### src/rtl/riscv_pkg.sv
`default_nettype none
// ============================================================================
// Module      : riscv_pkg
// Description : Shared constants and types for the single-cycle RISC-V core:
//               major opcodes, the canonical NOP and the fetch state encoding.
// Revision    : 1.0 - initial release
// ============================================================================
package riscv_pkg;

    localparam logic [6:0] OP_R      = 7'b0110011;
    localparam logic [6:0] OP_LOAD   = 7'b0000011;
    localparam logic [6:0] OP_STORE  = 7'b0100011;
    localparam logic [6:0] OP_BRANCH = 7'b1100011;
    localparam logic [6:0] OP_IMM    = 7'b0010011;

    // addi x0,x0,0
    localparam logic [31:0] NOP_INSTR = 32'h0000_0013;

    typedef enum logic [1:0] {
        IDLE  = 2'd0,
        REQ   = 2'd1,
        ISSUE = 2'd2,
        HALT  = 2'd3
    } fetch_state_t;

endpackage
`default_nettype wire

### src/rtl/instr_fetch_if.sv
`default_nettype none
// ============================================================================
// Module      : instr_fetch_if
// Description : Instruction-memory request/acknowledge bus. The fetch stage
//               is the master; the instruction memory is the slave.
// Revision    : 1.0 - initial release
// ============================================================================
interface instr_fetch_if;

    logic        mem_req;
    logic [31:0] mem_addr;
    logic        mem_ack;
    logic [31:0] mem_rdata;

    modport master (
        output mem_req,
        output mem_addr,
        input  mem_ack,
        input  mem_rdata
    );

    modport slave (
        input  mem_req,
        input  mem_addr,
        output mem_ack,
        output mem_rdata
    );

endinterface
`default_nettype wire

### src/rtl/instr_fetch_pc_next_calc.sv
`default_nettype none
// ============================================================================
// Module      : pc_next_calc
// Description : Combinational next-PC selection. A taken branch (branch and
//               zero) adds the sign-extended byte offset, otherwise the PC
//               advances by 4. Targets not on a word boundary are flagged.
// Revision    : 1.0 - initial release
// ============================================================================
module pc_next_calc (
    input  wire logic [31:0] pc,
    input  wire logic        branch,
    input  wire logic        zero,
    input  wire logic [31:0] branch_offset,
    output logic      [31:0] target,
    output logic             misalign
);

    logic w_taken;

    // Modulo-2^32 adds: wrap past 32'hFFFF_FFFC and negative offsets are intended.
    always_comb begin
        w_taken  = branch & zero;
        target   = w_taken ? (pc + branch_offset) : (pc + 32'd4);
        misalign = |target[1:0];
    end

endmodule
`default_nettype wire

### src/rtl/instr_fetch.sv
`default_nettype none
// ============================================================================
// Module      : instr_fetch
// Description : Instruction fetch stage. Holds the PC, runs a req/ack
//               transaction to instruction memory, latches the returned word
//               and presents it until downstream accepts it. On retire the
//               next PC is selected from the branch decision; a misaligned
//               target raises a sticky error and parks the stage until reset.
// Revision    : 1.0 - initial release
// ============================================================================
module instr_fetch #(
    parameter logic [31:0] RESET_PC  = 32'h0000_0000,
    parameter logic [31:0] NOP_INSTR = riscv_pkg::NOP_INSTR
) (
    input  wire logic        clock,
    input  wire logic        reset_n,
    instr_fetch_if.master    mem,
    input  wire logic        stall,
    input  wire logic        branch,
    input  wire logic        zero,
    input  wire logic [31:0] branch_offset,
    output logic      [31:0] pc,
    output logic      [31:0] instr,
    output logic      [6:0]  opcode,
    output logic             instr_valid,
    output logic             fetch_err,
    output logic      [31:0] icount
);

    import riscv_pkg::*;

    fetch_state_t r_state;
    fetch_state_t w_state_next;

    logic [31:0] r_pc;
    logic [31:0] r_instr;
    logic [31:0] r_icount;
    logic        r_fetch_err;

    logic        w_mem_req;
    logic        w_instr_valid;
    logic        w_load_instr;
    logic        w_retire;
    logic [31:0] w_target;
    logic        w_misalign;

    pc_next_calc u_pc_next_calc (
        .pc            (r_pc),
        .branch        (branch),
        .zero          (zero),
        .branch_offset (branch_offset),
        .target        (w_target),
        .misalign      (w_misalign)
    );

    // State register; reset always returns to IDLE, abandoning any open request.
    always_ff @(posedge clock) begin
        if (!reset_n) begin
            r_state <= IDLE;
        end else begin
            r_state <= w_state_next;
        end
    end

    // Next-state decode plus the strobes that steer the datapath registers.
    always_comb begin
        w_state_next  = r_state;
        w_mem_req     = 1'b0;
        w_instr_valid = 1'b0;
        w_load_instr  = 1'b0;
        w_retire      = 1'b0;
        case (r_state)
            IDLE: begin
                w_state_next = REQ;
            end
            REQ: begin
                w_mem_req = 1'b1;
                if (mem.mem_ack) begin
                    w_load_instr = 1'b1;
                    w_state_next = ISSUE;
                end
            end
            ISSUE: begin
                w_instr_valid = 1'b1;
                if (!stall) begin
                    w_retire     = 1'b1;
                    w_state_next = w_misalign ? HALT : REQ;
                end
            end
            HALT: begin
                w_state_next = HALT;
            end
            default: begin
                w_state_next = IDLE;
            end
        endcase
    end

    // Datapath: capture the fetched word, and on retire count it and move the PC.
    always_ff @(posedge clock) begin
        if (!reset_n) begin
            r_pc        <= RESET_PC;
            r_instr     <= NOP_INSTR;
            r_icount    <= 32'd0;
            r_fetch_err <= 1'b0;
        end else begin
            if (w_load_instr) begin
                r_instr <= mem.mem_rdata;
            end
            if (w_retire) begin
                r_icount <= r_icount + 32'd1;
                if (w_misalign) begin
                    r_fetch_err <= 1'b1;
                end else begin
                    r_pc <= w_target;
                end
            end
        end
    end

    assign mem.mem_req  = w_mem_req;
    assign mem.mem_addr = r_pc;
    assign pc           = r_pc;
    assign instr        = r_instr;
    assign opcode       = r_instr[6:0];
    assign instr_valid  = w_instr_valid;
    assign fetch_err    = r_fetch_err;
    assign icount       = r_icount;

endmodule
`default_nettype wire

### src/flat_wrapper.sv
// flat-port wrapper written by rule: the top's interface ports become plain ports
module instr_fetch_flat import riscv_pkg::*;
#(
    parameter logic [31:0] RESET_PC  = 32'h0000_0000,
    parameter logic [31:0] NOP_INSTR = riscv_pkg::NOP_INSTR
)
  (clock, reset_n, stall, branch, zero, branch_offset, pc, instr, opcode, instr_valid, fetch_err, icount, mem_mem_req, mem_mem_addr, mem_mem_ack, mem_mem_rdata);
  instr_fetch_if mem_i ();
  input  wire logic clock;
  input  wire logic reset_n;
  input  wire logic stall;
  input  wire logic branch;
  input  wire logic zero;
  input  wire logic [31:0] branch_offset;
  output logic      [31:0] pc;
  output logic      [31:0] instr;
  output logic      [6:0] opcode;
  output logic instr_valid;
  output logic fetch_err;
  output logic      [31:0] icount;
  output wire logic [$bits(mem_i.mem_req)-1:0] mem_mem_req;
  output wire logic [$bits(mem_i.mem_addr)-1:0] mem_mem_addr;
  input wire logic [$bits(mem_i.mem_ack)-1:0] mem_mem_ack;
  input wire logic [$bits(mem_i.mem_rdata)-1:0] mem_mem_rdata;
  assign mem_mem_req = mem_i.mem_req;
  assign mem_mem_addr = mem_i.mem_addr;
  assign mem_i.mem_ack = mem_mem_ack;
  assign mem_i.mem_rdata = mem_mem_rdata;
  instr_fetch #(.RESET_PC(RESET_PC), .NOP_INSTR(NOP_INSTR)) u_core (.clock(clock), .reset_n(reset_n), .mem(mem_i), .stall(stall), .branch(branch), .zero(zero), .branch_offset(branch_offset), .pc(pc), .instr(instr), .opcode(opcode), .instr_valid(instr_valid), .fetch_err(fetch_err), .icount(icount));
endmodule
### config.mk
export PLATFORM = sky130hd
export DESIGN_NAME = instr_fetch_flat
export DESIGN_NICKNAME = d
export VERILOG_FILES = /design/src/rtl/riscv_pkg.sv /design/src/rtl/instr_fetch_if.sv /design/src/rtl/instr_fetch_pc_next_calc.sv /design/src/rtl/instr_fetch.sv /design/src/flat_wrapper.sv
export SDC_FILE = /design/constraint.sdc
export NUM_CORES = 1
export LEC_CHECK = 0
export BUFFER_PORTS_ARGS = -buffer_cell sky130_fd_sc_hd__buf_2
export CORE_ASPECT_RATIO = 2
export CORE_UTILIZATION = 56
export CTS_CLUSTER_DIAMETER = 150
export DETAILED_ROUTE_END_ITERATION = 6
export PLACE_DENSITY = 0.95
export SLEW_MARGIN = 15
export SYNTH_ARGS = -nofsm -noshare
export SYNTH_HDL_FRONTEND = slang
export SYNTH_SLANG_ARGS = --single-unit
### constraint.sdc
create_clock -name clock -period 6.4 [get_ports clock]
set_clock_uncertainty 0.1 [all_clocks]
set_input_delay 0.64 -clock clock [delete_from_list [all_inputs] [get_ports clock]]
set_output_delay 0.64 -clock clock [all_outputs]
set_load 0.005 [all_outputs]
**Yosys cells after proc, flatten, opt, wreduce, memory -nomap -nowiden**

Index checks and enable logic that the tools add are counted.
Widths: inputs -> output; s select.

- Input port bits: 70
- Register bits: 99
- Output and inout bits: 138
- Logic and storage cells: 31

- Reductions and logical operators: 5
- $add $sub $neg: 3
- Bitwise logic cells: 2
- Multiplexer cells: 11
- Equal/unequal tests: 5

Operators with widths:

| cell | number |
|---|---|
| $add 32x1->32 const B | 1 |
| $add 32x3->32 const B | 1 |
| $add 32x32->32 | 1 |
| $mux 32 | 1 |
| $pmux 2 s4 | 1 |
| $mux 1 | 6 |
| $mux 2 | 3 |
| $reduce_and 2->1 | 3 |
| $eq 2x2->1 const B | 2 |
| $ne 2x2->1 const B | 2 |
| $eq 2x1->1 const B | 1 |
| $logic_not 2->1 | 1 |
| $reduce_or 2->1 | 1 |
| $and 1x1->1 | 1 |
| $not 1->1 | 1 |

**Depth between registers and ports, before layout**

- Word-level depth: 6
- Gate-level depth with buffers: 12
- Gate-level depth less buffers: 12

**Modules after synthesis**

From an unflattened synthesis, not the netlist that was laid out.

- Cell total of the unflattened synthesis: 864
- Area total of the unflattened synthesis: 6551.3 um2

By module, submodules not included:

| module | sequential area each (um2) | area an instance (um2) | times used | cells each |
|---|---|---|---|---|
| instr_fetch | 1981.9 | 4129.0 | 1 | 509 |
| pc_next_calc | 0.0 | 2422.3 | 1 | 355 |

**Worst setup path after synthesis**

No wires, ideal clock.

- Kind: input port to flip-flop
- From: in branch_offset[0]
- To: reg u_core.r_pc[26] (netlist: u_core.mem.mem_addr[26])
- Required time: 6.172 ns
- Buffers on the path: 0
- Path slack: 3.357 ns
- Stages on the path: 12
- Arrival time: 2.815 ns
- Setup time: 0.128 ns
- Cells stage by stage: ha_1 > fa_1 > a21o_1 > and3_1 > o21bai_1 > nand4b_1 > a211oi_1 > o21ai_0 > xor2_1 > nand2_1 > o311a_1 > nor2_1

- Word-level cells in the longest chain between the ends: 5

RTL lines:

| element | line | text |
|---|---|---|
| from (decl) | flat_wrapper.sv:14 | `input wire logic [31:0] branch_offset;` |
| $add 32x32->32 (*) | instr_fetch_pc_next_calc.sv:23 | `target = w_taken ? (pc + branch_offset) : (pc + 32'd4);` |
| $mux 32 (*) | instr_fetch_pc_next_calc.sv:23 |  |
| $reduce_or 2->1 | instr_fetch_pc_next_calc.sv:24 | `misalign = \|target[1:0];` |
| $not 1->1 (no source line) | n/a |  |
| $reduce_and 2->1 (no source line) | n/a |  |
| to (signal assigned) | instr_fetch.sv:115 | `r_pc <= w_target;` |
| to (decl) | instr_fetch.sv:35 | `logic [31:0] r_pc;` |

Mark *: on every way between the ends. The rest lies on a longest branch, timed or not.
A chain may end at the register's enable or synchronous reset.

**Worst setup path after layout**

Ends and elaborated chain as after synthesis.

==> impl_metrics.yaml <==
final_layout:
  drive_gt1_share_pct: 25.1
  regArea_um2: 1980
  num_antenna_cells: 0
  multi_input_area_um2: 3880
  fillers: 960
  final_core_util_pct: 68.1
  fin_nets: 1089
  areaGrowthSynthToFinish_pct: 17.4
  final_cells: 1130
  final_area_um2: 7450
logic_synthesis:
  synth-simple-area-share_pct: 24.3
  synth-main-ff-cell: "dfxtp_1"
  synth_edf_count: 0
  syn_inst: 840
  synth_compound_area_share_pct: 23.1
  ys_seq_area_share_pct: 31.2
  synth_xor_area_share_pct: 6.48
  syn_area_um2: 6350
  ys.warnings.count: 0
  syn_nets: 944
  synth_area_per_cell_um2: 7.56
  synthMuxAreaShare_pct: 0.315
  ys_ff_latch: 99
  synthAdderAreaFrac_pct: 6.82
  yosys.cell_types.count: 63
  synth_top_family_by_area: "simple AND/OR/NAND/NOR gates"
  ys_async_sr_fraction_pct: 0
sta:
  slew_headroom_pct: 46.4
  post-route-min-period_ps: 3240
  finalSetupViolCount: 0
  period_share_pct: 50.6
  grt_setup_unrepaired: "false"
  tightestPinTransition_ps: 784
  hold_viol: 0
  slew_viol_final: 0
  fmax_ghz: 0.309
  setup_tns_ps: 0
die:
  ios: 208
  dieArea_um2: 11800
  rows: 54
  chipWidth_um: 77.3
  start_util_pct: 58.0
  die_y_um: 153
  core_area_um2: 10900
routing:
  drt_iter0_markers: 402
  routed_wl_mm: 17.7
  via_per_inst: 5.88
  drc: 0
  detail-route-antenna-nets: 0
  firstDrtPassIters: 5
  num_vias: 6645
  wl_per_cell_um: 15.6
global_route:
  antenna_found_initial: 0
  gr-total-overflow: 0
  track_usage_pct: 29.4
  grt_pass1_wl_mm: 28.2
  grt_pass1_vias: 6178
  grt_max_degree: 59
critical_path:
  reg2reg_to: "u_core.mem.mem_addr[26]"
  crit_path_cell_trace: "buf_2 > ha_1 > fa_1 > a21o_1 > and3_1 > o21bai_1 > nand4b_1 > a211oi_1 > o21ai_0 > xor2_1 > nand2_1 > o311a_1 > nor2_1"
  reg2reg_slack_ps: 3160
  cp_slowest_stage_delay_ps: 450
  path_class: "input port to register"
  worstPathArrival_ps: 3350
  endpoint: "u_core.mem.mem_addr[26]"
  start_kind: "input port"
  reg2reg_from: "u_core.mem.mem_addr[0]"
  critical-path-slowest-cell: "a211oi_1"
  cp_max_fo: 3
  cp-startpoint: "branch_offset[0]"
  ff2ff_path_depth: 12
  required_ps: 6510
  end_kind: "register"
flow_run:
  max_cap_viol_count: 0
placed_design:
  place.gp.congestion: 0.928
  place_inst: 1114
  post_dp_cell_area_um2: 7160
  dp_hpwl_mm: 13.4
  port_buffers: 207
clock_network:
  cts_buffers: 9
  cts_tree: "built"
  clk_latency_ps: 340
  clockRootBuffer: "clkbuf_16"
  cts_sinks: 99
  postCtsSetupBuffers: 0
  cts_hold_buf: 0
  cts_resized: 0
  ctsHtreeMaxLevel: 3
  clock_path_buffers: 2
  cts.clk_slew.worst_paths_ps: 70
power_and_ir_drop:
  irDropWorstVdd_v: 0.000143
  powerDensity_nw_per_um2: 178
  p_leak_nw: 3.56
min_path:
  hp-class: "register to register"
outcome:
  status: "complete, no violations"
-- worst min-delay path by stage --
stage / start / end / slack, ps / cells after the start
4_1_cts: u_core.instr[10] / u_core.instr[10] / 350 / 2
3_3_place_gp: u_core.instr[25] / u_core.instr[25] / 340 / 2
5_1_grt: u_core.instr[16] / u_core.instr[16] / 380 / 2
2_1_floorplan: u_core.instr[10] / u_core.instr[10] / 350 / 2
6_report: u_core.instr[15] / u_core.instr[15] / 350 / 2
3_5_place_dp: u_core.instr[10] / u_core.instr[10] / 340 / 2
-- state kept, by name (all words and copies together), names as in the netlist --
signal / flops
u_core.icount: 32
u_core.instr: 32
u_core.mem.mem_addr: 32
u_core.fetch_err: 1
u_core.r_state: 2
-- layer usage --
layer	vias up	share of wire, %	track usage (%)
met5	-	0	0
met4	0	5.5	18.1
met3	74	5.5	4.01
met2	322	54	55.8
met1	3038	35	29.0
li1	3211	-	-
-- cell usage in the layout, fill, tap and decap left out, types with 22 or more instances in the layout --
| cell type | Yosys | layout |
|---|---|---|
| nand2_1 | 133 | 133 |
| a21oi_1 | 100 | 100 |
| o21ai_0 | 57 | 57 |
| xor2_1 | 32 | 32 |
| nand3_1 | 39 | 39 |
| buf_2 | 2 | 207 |
| ha_1 | 33 | 33 |
| nor2_1 | 63 | 62 |
| dfxtp_1 | 99 | 99 |
| a21o_1 | 22 | 22 |
-- Yosys cell counts (2+ instances only) --
cell       count  area [µm²]
a31oi_1        6        37.5
and3_1        18         113
nor3_1         8        40.0
o22ai_1        4        25.0
and2_1         6        37.5
o21bai_1       3        22.5
buf_4         40         300
o31ai_1        4        30.0
nand2_1      133         499
nand4b_1       3        26.3
o21ai_1        2        10.0
or3_1         12        75.1
nand3_1       39         195
buf_1          4        15.0
a21boi_0       7        52.6
xor2_1        32         280
and4_1         2        17.5
nor2b_1        9        56.3
buf_2          2        10.0
a22oi_1        3        22.5
clkbuf_1      33         124
mux2i_1        2        20.0
o221a_2        2        22.5
o21a_1         4        30.0
ha_1          33         413
nor2_1        63         236
nand3b_1       2        15.0
a21oi_1      100         500
a41oi_1        2        17.5
o221ai_1       3        26.3
a21o_1        22         165
a211oi_1       2        15.0
o21ai_0       57         285
nor2_2         2        12.5
inv_1         11        41.3
dfxtp_1       99        1980
nand4_1       16         100
nand2b_1       4        25.0
xnor2_1       15         131
a2111oi_0      2        17.5
o211ai_1       6        45.0
or2_2          2        12.5
-- worst max-delay path, delay by kind of cell --
kind	cells	cell delay (ps)
adder cells (fa/ha/maj)	2	620
AO/OA/AOI/OAI	5	1330
AND/OR/NAND/NOR	4	480
buffers and inverters	1	100
XOR/XNOR	1	160
-- per-stage QoR --
step,total power [mW],hold WS (ps),setup slack (ps)
detailed placement,0.810,343,2840
CTS,1.33,354,3170
finish,1.33,351,3160
floorplan,0.752,353,3360
global route,1.38,377,2910
global placement,0.806,339,2850
-- cell families (layout without fill, tap and decap cells) --
family / after synthesis / in the layout
buf+inv: 90 / 240
fa+ha+maj: 34 / 34
compound gates: 239 / 239
flops: 99 / 99
xor+xnor: 47 / 47
mux: 2 / 2
simple gates: 329 / 329
-- final cells by class --
| class | instances | share of cell area [%] |
|---|---|---|
| well taps | 140 | 2.35 |
| clock buffers | 9 | 3.02 |
| inverters | 11 | 0.554 |
| repair buffers | 213 | 14.5 |
| flip-flops and latches | 99 | 26.6 |
| clock inverters | 7 | 0.873 |
| multi-input cells | 651 | 52.1 |
-- where the power goes --
part	total, mW	switching [mW]	internal [mW]
Sequential	0.640	0.0109	0.629
Combinational	0.158	0.0920	0.0655
Clock	0.528	0.254	0.274
Total	1.33	0.357	0.968
Power figures use the tool's default switching activity.
